### src/rtl/pipeline_stall_controller.sv
// ----------------------------------------------------------------------------
// pipeline_stall_controller
//
// Stall/flush controller for a five-stage pipeline. The pipeline register
// controls are decoded combinationally from the current state and the
// request inputs, so they act in the same cycle. The state, the memory wait
// counter, the sticky timeout flag and three saturating performance counters
// are registered.
//
// state     | meaning
// ----------+------------------------------------------------------------
// RUN       | normal flow: memory wait > branch flush > hazard stall
// MEM_WAIT  | load/store outstanding, whole pipe frozen until ready
// TIMEOUT   | memory never answered: frozen, error flag held until reset
// ILLEGAL   | unused encoding: controls low, return to RUN
//
// Ports
//   clk                    : clock, all state changes on the rising edge
//   reset                  : synchronous reset, active low
//   i_Sig_Hazard_Detected  : ID-stage data hazard request
//   i_Sig_Branch_Taken     : EXE-stage branch resolved taken
//   i_Sig_Memory_Access    : MEM-stage load/store in flight
//   i_Sig_Memory_Ready     : data memory completes the access this cycle
//   i_Sig_Counter_Clear    : synchronous clear of the performance counters
//   o_Sig_Freeze_PC        : hold the PC
//   o_Sig_Freeze_IF_ID     : hold the IF/ID register
//   o_Sig_Freeze_Pipeline  : hold the ID/EXE, EXE/MEM, MEM/WB registers
//   o_Sig_Flush_IF_ID      : clear the IF/ID register
//   o_Sig_Flush_ID_EXE     : clear the ID/EXE register (bubble)
//   o_Sig_Memory_Timeout   : sticky memory timeout error
//   o_State                : current FSM state
//   o_Hazard_Stall_Count   : cycles spent in a hazard bubble
//   o_Memory_Stall_Count   : cycles frozen waiting on memory
//   o_Flush_Count          : cycles flushing for a taken branch
// ----------------------------------------------------------------------------
module pipeline_stall_controller #(
    parameter int COUNT_WIDTH = 16,
    parameter int MEM_TIMEOUT = 255
) (
    input  logic                   clk,
    input  logic                   reset,
    input  logic                   i_Sig_Hazard_Detected,
    input  logic                   i_Sig_Branch_Taken,
    input  logic                   i_Sig_Memory_Access,
    input  logic                   i_Sig_Memory_Ready,
    input  logic                   i_Sig_Counter_Clear,
    output logic                   o_Sig_Freeze_PC,
    output logic                   o_Sig_Freeze_IF_ID,
    output logic                   o_Sig_Freeze_Pipeline,
    output logic                   o_Sig_Flush_IF_ID,
    output logic                   o_Sig_Flush_ID_EXE,
    output logic                   o_Sig_Memory_Timeout,
    output logic [1:0]             o_State,
    output logic [COUNT_WIDTH-1:0] o_Hazard_Stall_Count,
    output logic [COUNT_WIDTH-1:0] o_Memory_Stall_Count,
    output logic [COUNT_WIDTH-1:0] o_Flush_Count
);

    localparam int WAIT_W = (MEM_TIMEOUT < 2) ? 1 : $clog2(MEM_TIMEOUT + 1);
    localparam logic [WAIT_W-1:0]      WAIT_LIMIT = WAIT_W'(MEM_TIMEOUT);
    localparam logic [COUNT_WIDTH-1:0] CNT_MAX    = '1;

    typedef enum logic [1:0] {
        ST_RUN      = 2'b00,
        ST_MEM_WAIT = 2'b01,
        ST_TIMEOUT  = 2'b10,
        ST_ILLEGAL  = 2'b11
    } state_t;

    state_t                 state_q, state_d;
    logic [WAIT_W-1:0]      wait_cnt_q, wait_cnt_d;
    logic                   timeout_q, timeout_d;
    logic [COUNT_WIDTH-1:0] haz_cnt_q, haz_cnt_d;
    logic [COUNT_WIDTH-1:0] mem_cnt_q, mem_cnt_d;
    logic [COUNT_WIDTH-1:0] flush_cnt_q, flush_cnt_d;

    logic freeze_pc, freeze_if_id, freeze_pipe, flush_if_id, flush_id_exe;
    logic inc_haz, inc_mem, inc_flush;
    logic resolve_bh;

    always_comb begin
        state_d      = state_q;
        wait_cnt_d   = wait_cnt_q;
        timeout_d    = timeout_q;
        freeze_pc    = 1'b0;
        freeze_if_id = 1'b0;
        freeze_pipe  = 1'b0;
        flush_if_id  = 1'b0;
        flush_id_exe = 1'b0;
        inc_haz      = 1'b0;
        inc_mem      = 1'b0;
        inc_flush    = 1'b0;
        resolve_bh   = 1'b0;

        case (state_q)
            ST_RUN: begin
                if (i_Sig_Memory_Access && !i_Sig_Memory_Ready) begin
                    freeze_pc    = 1'b1;
                    freeze_if_id = 1'b1;
                    freeze_pipe  = 1'b1;
                    inc_mem      = 1'b1;
                    state_d      = ST_MEM_WAIT;
                    wait_cnt_d   = WAIT_W'(1);
                end else begin
                    resolve_bh = 1'b1;
                end
            end
            ST_MEM_WAIT: begin
                // Ready wins over a same-cycle timeout.
                if (i_Sig_Memory_Ready) begin
                    resolve_bh = 1'b1;
                    state_d    = ST_RUN;
                    wait_cnt_d = '0;
                end else begin
                    freeze_pc    = 1'b1;
                    freeze_if_id = 1'b1;
                    freeze_pipe  = 1'b1;
                    inc_mem      = 1'b1;
                    if (wait_cnt_q == WAIT_LIMIT) begin
                        state_d   = ST_TIMEOUT;
                        timeout_d = 1'b1;
                    end else begin
                        wait_cnt_d = wait_cnt_q + WAIT_W'(1);
                    end
                end
            end
            ST_TIMEOUT: begin
                freeze_pc    = 1'b1;
                freeze_if_id = 1'b1;
                freeze_pipe  = 1'b1;
                timeout_d    = 1'b1;
            end
            default: begin
                state_d    = ST_RUN;
                wait_cnt_d = '0;
            end
        endcase

        // A taken branch makes the hazarding ID instruction wrong-path,
        // so the bubble is only inserted when no branch is flushing.
        if (resolve_bh) begin
            if (i_Sig_Branch_Taken) begin
                flush_if_id  = 1'b1;
                flush_id_exe = 1'b1;
                inc_flush    = 1'b1;
            end else if (i_Sig_Hazard_Detected) begin
                freeze_pc    = 1'b1;
                freeze_if_id = 1'b1;
                flush_id_exe = 1'b1;
                inc_haz      = 1'b1;
            end
        end

        haz_cnt_d   = haz_cnt_q;
        mem_cnt_d   = mem_cnt_q;
        flush_cnt_d = flush_cnt_q;
        if (i_Sig_Counter_Clear) begin
            haz_cnt_d   = '0;
            mem_cnt_d   = '0;
            flush_cnt_d = '0;
        end else begin
            if (inc_haz && haz_cnt_q != CNT_MAX) begin
                haz_cnt_d = haz_cnt_q + COUNT_WIDTH'(1);
            end
            if (inc_mem && mem_cnt_q != CNT_MAX) begin
                mem_cnt_d = mem_cnt_q + COUNT_WIDTH'(1);
            end
            if (inc_flush && flush_cnt_q != CNT_MAX) begin
                flush_cnt_d = flush_cnt_q + COUNT_WIDTH'(1);
            end
        end
    end

    always_ff @(posedge clk) begin
        if (!reset) begin
            state_q     <= ST_RUN;
            wait_cnt_q  <= '0;
            timeout_q   <= 1'b0;
            haz_cnt_q   <= '0;
            mem_cnt_q   <= '0;
            flush_cnt_q <= '0;
        end else begin
            state_q     <= state_d;
            wait_cnt_q  <= wait_cnt_d;
            timeout_q   <= timeout_d;
            haz_cnt_q   <= haz_cnt_d;
            mem_cnt_q   <= mem_cnt_d;
            flush_cnt_q <= flush_cnt_d;
        end
    end

    // Controls are forced low for as long as reset is held.
    assign o_Sig_Freeze_PC       = reset & freeze_pc;
    assign o_Sig_Freeze_IF_ID    = reset & freeze_if_id;
    assign o_Sig_Freeze_Pipeline = reset & freeze_pipe;
    assign o_Sig_Flush_IF_ID     = reset & flush_if_id;
    assign o_Sig_Flush_ID_EXE    = reset & flush_id_exe;

    assign o_Sig_Memory_Timeout  = timeout_q;
    assign o_State               = state_q;
    assign o_Hazard_Stall_Count  = haz_cnt_q;
    assign o_Memory_Stall_Count  = mem_cnt_q;
    assign o_Flush_Count         = flush_cnt_q;

endmodule
### config.mk
export PLATFORM = sky130hd
export DESIGN_NAME = pipeline_stall_controller
export DESIGN_NICKNAME = d
export VERILOG_FILES = /design/src/rtl/pipeline_stall_controller.sv
export SDC_FILE = /design/constraint.sdc
export NUM_CORES = 1
export LEC_CHECK = 0
export ABC_AREA = 1
export CAP_MARGIN = 20
export CELL_PAD_IN_SITES_DETAIL_PLACEMENT = 0
export CELL_PAD_IN_SITES_GLOBAL_PLACEMENT = 1
export CORE_ASPECT_RATIO = 1.25
export CORE_UTILIZATION = 33
export CTS_CLUSTER_DIAMETER = 120
export DETAILED_ROUTE_END_ITERATION = 10
export PLACE_DENSITY_LB_ADDON = 0.1
export SKIP_CTS_REPAIR_TIMING = 1
export SLEW_MARGIN = 30
export SYNTH_ARGS = -nofsm -noshare
export SYNTH_HDL_FRONTEND = slang
export SYNTH_SLANG_ARGS = --single-unit
### constraint.sdc
create_clock -name clk -period 1.45 [get_ports clk]
set_input_delay 0.29 -clock clk [delete_from_list [all_inputs] [get_ports clk]]
set_output_delay 0.29 -clock clk [all_outputs]
set_load 0.01 [all_outputs]
==> results of run 1 <==
## worst max-delay path, cell delays in order, from the launching register on
cell and delay (ns):
dfxtp_4 0.37, inv_4 0.04, nor2_4 0.11, nand2_2 0.09, nand2_4 0.10, nand2_4 0.06, a21oi_4 0.17, buf_6 0.13
## area by class of cell
cell class / instances / area, um^2 / area share
multi-input cells: 438 / 2400 / 0.396
repair buffers: 177 / 1720 / 0.283
flip-flops and latches: 59 / 1210 / 0.200
inverters: 59 / 236 / 0.0390
clock buffers: 10 / 229 / 0.0377
well taps: 132 / 165 / 0.0272
clock inverters: 6 / 104 / 0.0171
repair inverters: 1 / 5.00 / 0.000825
## how the worst min path moves through the flow
| stage | cells after the start | end | slack (ns) |
|---|---|---|---|
| floorplan | 2 | wait_cnt_q[3] | 0.43 |
| global placement | 2 | wait_cnt_q[2] | 0.48 |
| detailed placement | 2 | wait_cnt_q[2] | 0.49 |
| CTS | 2 | wait_cnt_q[2] | 0.50 |
| global route | 4 | o_State[0] | 0.46 |
| finish | 4 | o_State[0] | 0.42 |
## metrics by stage
stage	instances	utilization	total power [uW]	setup WS, ns
floorplan	566	-	1890	0.00674
global placement	855	0.492	2090	-0.781
detailed placement	855	0.492	2090	-0.788
CTS	871	0.523	4540	-0.800
global route	882	0.572	4720	-0.294
finish	882	0.572	4560	-0.244
## power groups by stage
stage	sequential, uW	combinational (uW)	clock, uW
after detailed placement	1680	414	0
after global routing	1640	532	2540
after floorplan	1690	202	0
after CTS	1640	418	2480
after global placement	1680	411	0
final	1640	494	2420
## cell families after synthesis
group,synth area share
AOI/OAI and AO/OA,0.111
xor gates and xnor gates,0.0438
buffers and inverters,0.0883
and+or+nand+nor,0.415
adders and majority gates,0.0139
DFF,0.328
## sequential cells by signal, indices dropped and copies added, names as in the netlist
| register | flops |
|---|---|
| o_State | 2 |
| o_Flush_Count | 16 |
| o_Memory_Stall_Count | 16 |
| wait_cnt_q | 8 |
| o_Hazard_Stall_Count | 16 |
| o_Sig_Memory_Timeout | 1 |
## cells in the final DEF (no fill, tap or decap), types with 5 or more instances in the layout
cell type        instances
inv_2                    7
nand3_1                 29
nor2_2                  12
o21ai_0                 12
clkdlybuf4s50_1          5
a21oi_1                 28
buf_4                  101
xnor2_1                  7
inv_1                   49
buf_6                    9
nand2_2                 18
nand4_1                 21
nor2_4                   9
dlymetal6s2s_1          52
buf_12                   5
nor2_1                  73
xor2_1                  11
clkbuf_16               10
nand2_4                 11
dfxtp_2                 15
dfxtp_1                 41
a21oi_2                 20
nand2_1                163
## routing by layer
layer,wire [um],part of all wire
met5,0,0
met4,224,0.020
met3,366,0.032
met2,5810,0.51
met1,4940,0.44
==> results.toml, run 1 <==
[power]
leakage_uw = 0.00327
p_switching_uw = 1040
combPwrFrac = 0.108
power_switching_share = 0.228
p_seq_frac = 0.360
vdd.ir_drop.worst_uv = 535
clkPwrFrac = 0.531
internal-power_uw = 3520
power_density_nw_per_um2 = 752

[worst_setup_path]
crit_start = "o_State[0]"
end_kind = "primary output"
crit_type = "register to primary output"
rrSetupSlack_ns = -0.20
reg2reg_depth = 11
endpoint = "o_Sig_Freeze_IF_ID"
cp_max_fo = 3
cp-start-kind = "register"
required_ns = 1.16
arrival_ns = 1.40
timing.rr.start = "o_State[0]"
r2r_end = "o_Hazard_Stall_Count[7]"

[sta]
maxSlewViolCount = 0
slew_headroom = 0.809
timing.final.crit_period_ns = 1.69
fin_worst_skew_ns = 0.00369
timing.setup.tns_ns = -4.73
rsz0062_at_grt = "yes"
fin_crit_sh = 1.17
worst_slack_ns = -0.244
hold_viol = 0
hold_slack_ns = 0.419
setup_viol_count_final = 44
tightest_slew_ns = 0.284
fmax_mhz = 590

[run_status]
status = "finished with violations"
violations = "setup timing"

[routing]
drt_drc_violations_left = 0
drtIter0Drc = 88
drt_wl_total_um = 11300
detailroute.via_count = 4179
wl_per_cell_um = 12.9
drtPass1Iterations = 4
via_per_inst = 4.74
drtAntennaViolNets = 0

[global_routing]
grt_max_degree = 19
track_usage = 0.200
gr-usage-met2 = 0.335
gr-max-usage-layer = "met2"
grt_pass1_wl_um = 17700
grt-ovfl-total = 0
grt_pass1_vias = 3950
antenna_found_initial = 0
gr-usage-met3 = 0.0341
grtUsageMet1 = 0.248

[clock_tree]
cts_made_buffers = 9
cts_sinks = 59
path_clk_slew_ns = 0.05
clock_latency_ns = 0.33
cts_max_level = 3
root_buffer = "clkbuf_16"
cts_buffer_depth = 2
cts_tree = "done"

[logic_synthesis]
synth_edf_count = 0
ys_types = 30
yosys_warnings = 0
avgSynthCellArea_um2 = 6.36
synth_top_area_frac = 0.328
async_flop_share = 0
netlist_area_um2 = 3600
ys_top_cells_by_count = "nand2_1, nor2_1, dfxtp_1"
ys.flop_type = "dfxtp_1"
yosysTopAreaCell = "dfxtp_1"
syn_inst = 566
yosysSeqAreaShare = 0.328
syn_nets = 577
synthTopCellsByArea = "dfxtp_1, nand2_1, nor2_1"
yosysMostFrequentCell = "nand2_1"
ys_ff_latch = 59

[die]
num_io_pins = 63
core-area_um2 = 10600
die-area_um2 = 11300
rows = 42
die_w_um = 95.4
die_h_um = 119
start_util = 0.339

[final_layout]
drive_gt1_frac = 0.332
stdcell_area_um2 = 6070
diodes = 0
final_nets = 756
fillers = 1009
area_delta_synth_final_pct = 68.6

[job]
drv_cap = 0

[placement]
hpwl_um = 8110
io_buffers = 62
gp_congestion = 0.803
post_dp_cell_area_um2 = 5220

[min_path]
hold_start = "i_Sig_Memory_Ready"
hp-class = "primary input to register"
(Power assumes the default switching activity.)
==> inputs of run 2 (changes only) <==
--- a/config.mk
+++ b/config.mk
@@ -6,11 +6,11 @@
 export NUM_CORES = 1
 export LEC_CHECK = 0
 export ABC_AREA = 1
-export CAP_MARGIN = 20
 export CELL_PAD_IN_SITES_DETAIL_PLACEMENT = 0
 export CELL_PAD_IN_SITES_GLOBAL_PLACEMENT = 1
 export CORE_ASPECT_RATIO = 1.25
-export CORE_UTILIZATION = 33
+export CORE_UTILIZATION = 34
+export CTS_BUF_LIST = sky130_fd_sc_hd__clkbuf_8
 export CTS_CLUSTER_DIAMETER = 120
 export DETAILED_ROUTE_END_ITERATION = 10
 export PLACE_DENSITY_LB_ADDON = 0.1
==> run 2 against run 1 <==
  * The flow still finishes with violations (setup timing)
  * Clock power is 46% lower
  * Highest routed layer unchanged
  * Global-route usage is 0.60 points higher
  * Combinational power is 5.1% higher
  * Final cell count is 0.23% lower
  * Hold slack worse by 0.11 ns
==> results.toml, run 2 (synthesis gave the netlist of run 1 again) <==
[sta]
fmax_mhz = 572
timing.final.crit_period_ns = 1.75
tightest_slew_ns = 0.366
worst_slack_ns = -0.298
slew_headroom = 0.754
fin_crit_sh = 1.21
setup_viol_count_final = 36
hold_viol = 0
maxSlewViolCount = 0
hold_slack_ns = 0.311
rsz0062_at_grt = "yes"
fin_worst_skew_ns = 0.00804

[worst_setup_path]
required_ns = 1.16
reg2reg_depth = 12
cp-start-kind = "register"
cp_max_fo = 3
crit_type = "register to primary output"
timing.rr.start = "o_State[0]"
crit_start = "o_State[0]"
r2r_end = "o_Hazard_Stall_Count[3]"
end_kind = "primary output"
rrSetupSlack_ns = -0.28
arrival_ns = 1.46

[die]
die_h_um = 117
start_util = 0.352
num_io_pins = 63
die-area_um2 = 11000
rows = 41
die_w_um = 94.0
core-area_um2 = 10200

[global_routing]
grt_pass1_vias = 3918
grtUsageMet1 = 0.241
grt_pass1_wl_um = 17600
gr-usage-met2 = 0.368
gr-usage-met3 = 0.0233
track_usage = 0.206
grt-ovfl-total = 0
gr-max-usage-layer = "met2"
grt_max_degree = 17
antenna_found_initial = 0

[clock_tree]
cts_sinks = 59
cts_max_level = 3
path_clk_slew_ns = 0.07
cts_made_buffers = 9
root_buffer = "clkbuf_8"
cts_tree = "done"
clock_latency_ns = 0.35
cts_buffer_depth = 2

[job]
drv_cap = 0

[routing]
drt_drc_violations_left = 0
via_per_inst = 4.79
drtPass1Iterations = 4
drtIter0Drc = 88
detailroute.via_count = 4212
drtAntennaViolNets = 0
wl_per_cell_um = 12.6
drt_wl_total_um = 11100

[final_layout]
drive_gt1_frac = 0.382
mostFrequentLayoutCell = "nand2_1"
final_cell_mix = "nand2_1, buf_4, nor2_1"
final_nets = 757
area_delta_synth_final_pct = 68.4
diodes = 0

[placement]
dp_slack_ns = -0.778
io_buffers = 62
hpwl_um = 7940
gp_congestion = 0.845

[power]
power_density_nw_per_um2 = 572
vdd.ir_drop.worst_uv = 392
leakage_uw = 0.00330

[min_path]
hp-class = "primary input to register"
min_path_cells = 3
whs_endpoint = "o_State[0]"
hold_start = "i_Sig_Memory_Access"

[run_status]
status = "finished with violations"
violations = "setup timing"
## run 2: worst max-delay path by stage
stage	endpoint	slack, ns	cells past startpoint
2_1_floorplan	o_Hazard_Stall_Count[10]	0.007	10
3_3_place_gp	o_Sig_Freeze_PC	-0.76	8
3_5_place_dp	o_Sig_Freeze_IF_ID	-0.78	8
4_1_cts	o_Sig_Freeze_IF_ID	-0.78	8
5_1_grt	o_Sig_Freeze_IF_ID	-0.37	8
6_report	o_Sig_Freeze_IF_ID	-0.30	8
## run 2: final cells by class
class	count	area, um^2
clock buffers	10	138
clock inverters	6	26.3
repair buffers	181	1750
flip-flops and latches	59	1220
inverters	59	239
well taps	129	161
fillers	963	4150
multi-input cells	436	2520
## run 2: routing by layer
| layer | wire length, um | vias to the layer above |
|---|---|---|
| met1 | 4840 | 1958 |
| met2 | 5700 | 73 |
| li1 | - | 2164 |
| met5 | 0 | - |
| met3 | 322 | 17 |
| met4 | 259 | 0 |
## run 2: critical path, cell delays in order, from the launching register on
cell,delay [ns]
dfxtp_4,0.39
inv_4,0.04
nor2_4,0.10
nand2_2,0.07
nand2_2,0.09
buf_6,0.10
nand2_4,0.04
a21oi_4,0.15
buf_6,0.12
## run 2: through the flow
| step | area, um^2 | cells | TNS (ns) | util | total power, uW |
|---|---|---|---|---|---|
| finish | 6060 | 880 | -5.91 | 0.594 | 3470 |
| global route | 6060 | 880 | -9.50 | 0.594 | 3630 |
| CTS | 5380 | 869 | -19.78 | 0.527 | 3430 |
| detailed placement | 5210 | 853 | -28.86 | 0.511 | 2090 |
| global placement | 5210 | 853 | -27.27 | 0.511 | 2090 |
| floorplan | 3660 | 566 | 0 | - | 1890 |
## run 2: power breakdown
part           internal [uW]  switching [uW]
combinational            236             283
sequential              1630            12.0
clock                    639             673
total                   2500             968
==> inputs of run 3 (changes only) <==
--- a/config.mk
+++ b/config.mk
@@ -9,7 +9,7 @@
 export CELL_PAD_IN_SITES_DETAIL_PLACEMENT = 0
 export CELL_PAD_IN_SITES_GLOBAL_PLACEMENT = 1
 export CORE_ASPECT_RATIO = 1.25
-export CORE_UTILIZATION = 34
+export CORE_UTILIZATION = 38
 export CTS_BUF_LIST = sky130_fd_sc_hd__clkbuf_8
 export CTS_CLUSTER_DIAMETER = 120
 export DETAILED_ROUTE_END_ITERATION = 10
==> constraint.sdc (replaced) <==
create_clock -name clk -period 1.8 [get_ports clk]
set_input_delay 0.36 -clock clk [delete_from_list [all_inputs] [get_ports clk]]
set_output_delay 0.36 -clock clk [all_outputs]
set_load 0.01 [all_outputs]
==> run 3 against run 2 <==
  * The run still ends with setup timing left
  * Critical path depth is 2 lower
  * Critical endpoint unchanged
  * Global-route usage is 0.11 points lower
  * Sequential share of layout area is 4.2 points higher
  * Sequential power is 20% lower
==> results.toml, run 3 (synthesis gave the netlist of run 1 again) <==
[die]
die_w_um = 89.0
start_util = 0.392
die_h_um = 111
core-area_um2 = 9170
rows = 39
num_io_pins = 63
die-area_um2 = 9870

[final_layout]
seqCellArea_um2 = 1190
diodes = 0
fillers = 934
area_delta_synth_final_pct = 35.8
mostFrequentLayoutCell = "nand2_1"
drive_gt1_frac = 0.166
final_util = 0.533
stdcell_area_um2 = 4890
multi_input_area_um2 = 2130
final_cell_mix = "nand2_1, nor2_1, clkdlybuf4s50_1"
final_nets = 682

[routing]
drt_drc_violations_left = 0
wl_per_cell_um = 11.9
via_per_inst = 4.78
drtAntennaViolNets = 0
drt_wl_total_um = 9470
detailroute.via_count = 3813
drtIter0Drc = 126
drtPass1Iterations = 5

[power]
p_switching_uw = 700
clkPwrFrac = 0.426
vdd.ir_drop.worst_uv = 362
power_density_nw_per_um2 = 583
power_switching_share = 0.246
leakage_uw = 0.00179
p_seq_frac = 0.464
internal-power_uw = 2150
combPwrFrac = 0.110

[sta]
fin_worst_skew_ns = 0.00765
rsz0062_at_grt = "yes"
tightest_slew_ns = 0.318
timing.final.crit_period_ns = 1.84
fmax_mhz = 542
slew_headroom = 0.786
hold_viol = 0
fin_crit_sh = 1.02
worst_slack_ns = -0.0439
maxSlewViolCount = 0
setup_viol_count_final = 3

[job]
drv_cap = 0

[worst_setup_path]
path_buf_inv = 3
reg2reg_depth = 12
cp-start-kind = "primary input"
cp_max_fo = 2
crit_type = "primary input to primary output"
end_kind = "primary output"
slowest_stage = "clkdlybuf4s50_1"
critPathTopFamily = "buffers and inverters"
rrSetupSlack_ns = 0.12
max_stage_delay_ns = 0.50
arrival_ns = 1.48
crit_path_cell_trace = "clkdlybuf4s50_1 -> inv_1 -> nor2_2 -> nand2_4 -> a21oi_2 -> buf_2"
timing.rr.start = "o_State[0]"
r2r_end = "o_Flush_Count[4]"
required_ns = 1.44

[placement]
gp_congestion = 0.836
io_buffers = 62
hpwl_um = 7020
post_dp_cell_area_um2 = 4660

[clock_tree]
cts_buffer_depth = 2
path_clk_slew_ns = 0.07
cts_sinks = 59
root_buffer = "clkbuf_8"
cts_made_buffers = 9
cts_tree = "done"
cts_max_level = 3
clock_latency_ns = 0.33

[min_path]
hp-class = "primary input to register"
min_path_cells = 4
hold_start = "i_Sig_Memory_Ready"
whs_endpoint = "o_State[0]"

[global_routing]
antenna_found_initial = 0
track_usage = 0.205
grt-ovfl-total = 0
grt_pass1_vias = 3503
grt_max_degree = 19
grt_pass1_wl_um = 15900

[run_status]
status = "finished with violations"
violations = "setup timing"
-- run 3: metal layers --
| layer | up-vias | GRT usage | part of all wire |
|---|---|---|---|
| met5 | - | 0 | 0 |
| met4 | 0 | 0.0804 | 0.012 |
| met3 | 10 | 0.0477 | 0.031 |
| met2 | 74 | 0.335 | 0.49 |
| met1 | 1718 | 0.257 | 0.47 |
| li1 | 2011 | - | - |
-- run 3: worst max-delay path by stage --
stage,endpoint,startpoint,slack [ns],cells past startpoint
final,o_Sig_Freeze_IF_ID,i_Sig_Hazard_Detected,-0.04,6
after global routing,o_Sig_Freeze_Pipeline,o_State[0],-0.13,8
after CTS,o_Sig_Freeze_IF_ID,i_Sig_Memory_Ready,-0.65,8
after detailed placement,o_Sig_Freeze_IF_ID,i_Sig_Memory_Ready,-0.65,8
after global placement,o_Sig_Freeze_IF_ID,i_Sig_Memory_Ready,-0.63,8
after floorplan,o_Memory_Stall_Count[0],o_Memory_Stall_Count[0],0.13,9
-- run 3: per-stage QoR --
stage / hold slack (ns) / TNS [ns] / std cells / setup WS, ns / power [uW]
after detailed placement: 0.487 / -11.02 / 782 / -0.647 / 1660
after CTS: 0.497 / -2.96 / 797 / -0.654 / 2910
after floorplan: 0.461 / 0 / 566 / 0.131 / 1510
final: 0.468 / -0.0935 / 798 / -0.0439 / 2850
after global routing: 0.470 / -0.501 / 798 / -0.126 / 3000
after global placement: 0.477 / -9.92 / 782 / -0.628 / 1660
-- run 3: final cells by class --
cell class                      instances  area share
Multi-Input combinational cell        436       0.436
Sequential cell                        59       0.243
Timing Repair Buffer                  106       0.203
Inverter                               59      0.0458
Tap cell                              123      0.0315
Clock buffer                           11      0.0310
Clock inverter                          4     0.00870
-- run 3: power groups by stage --
stage | combinational (uW) | clock, uW | sequential, uW
2_1_floorplan | 157 | 0 | 1360
3_3_place_gp | 310 | 0 | 1350
3_5_place_dp | 312 | 0 | 1350
4_1_cts | 313 | 1270 | 1320
5_1_grt | 343 | 1340 | 1320
6_report | 314 | 1210 | 1320
-- run 3: worst register-to-register path, stage by stage, from the launching register on --
cell and delay (ns):
dfxtp_2 0.36, inv_2 0.05, nor2_4 0.13, nand2_2 0.08
nand2_4 0.09, buf_6 0.11, nand2_4 0.04, buf_4 0.12
buf_4 0.16, nor2_8 0.15, buf_12 0.14, nand2_1 0.06
a21oi_2 0.13
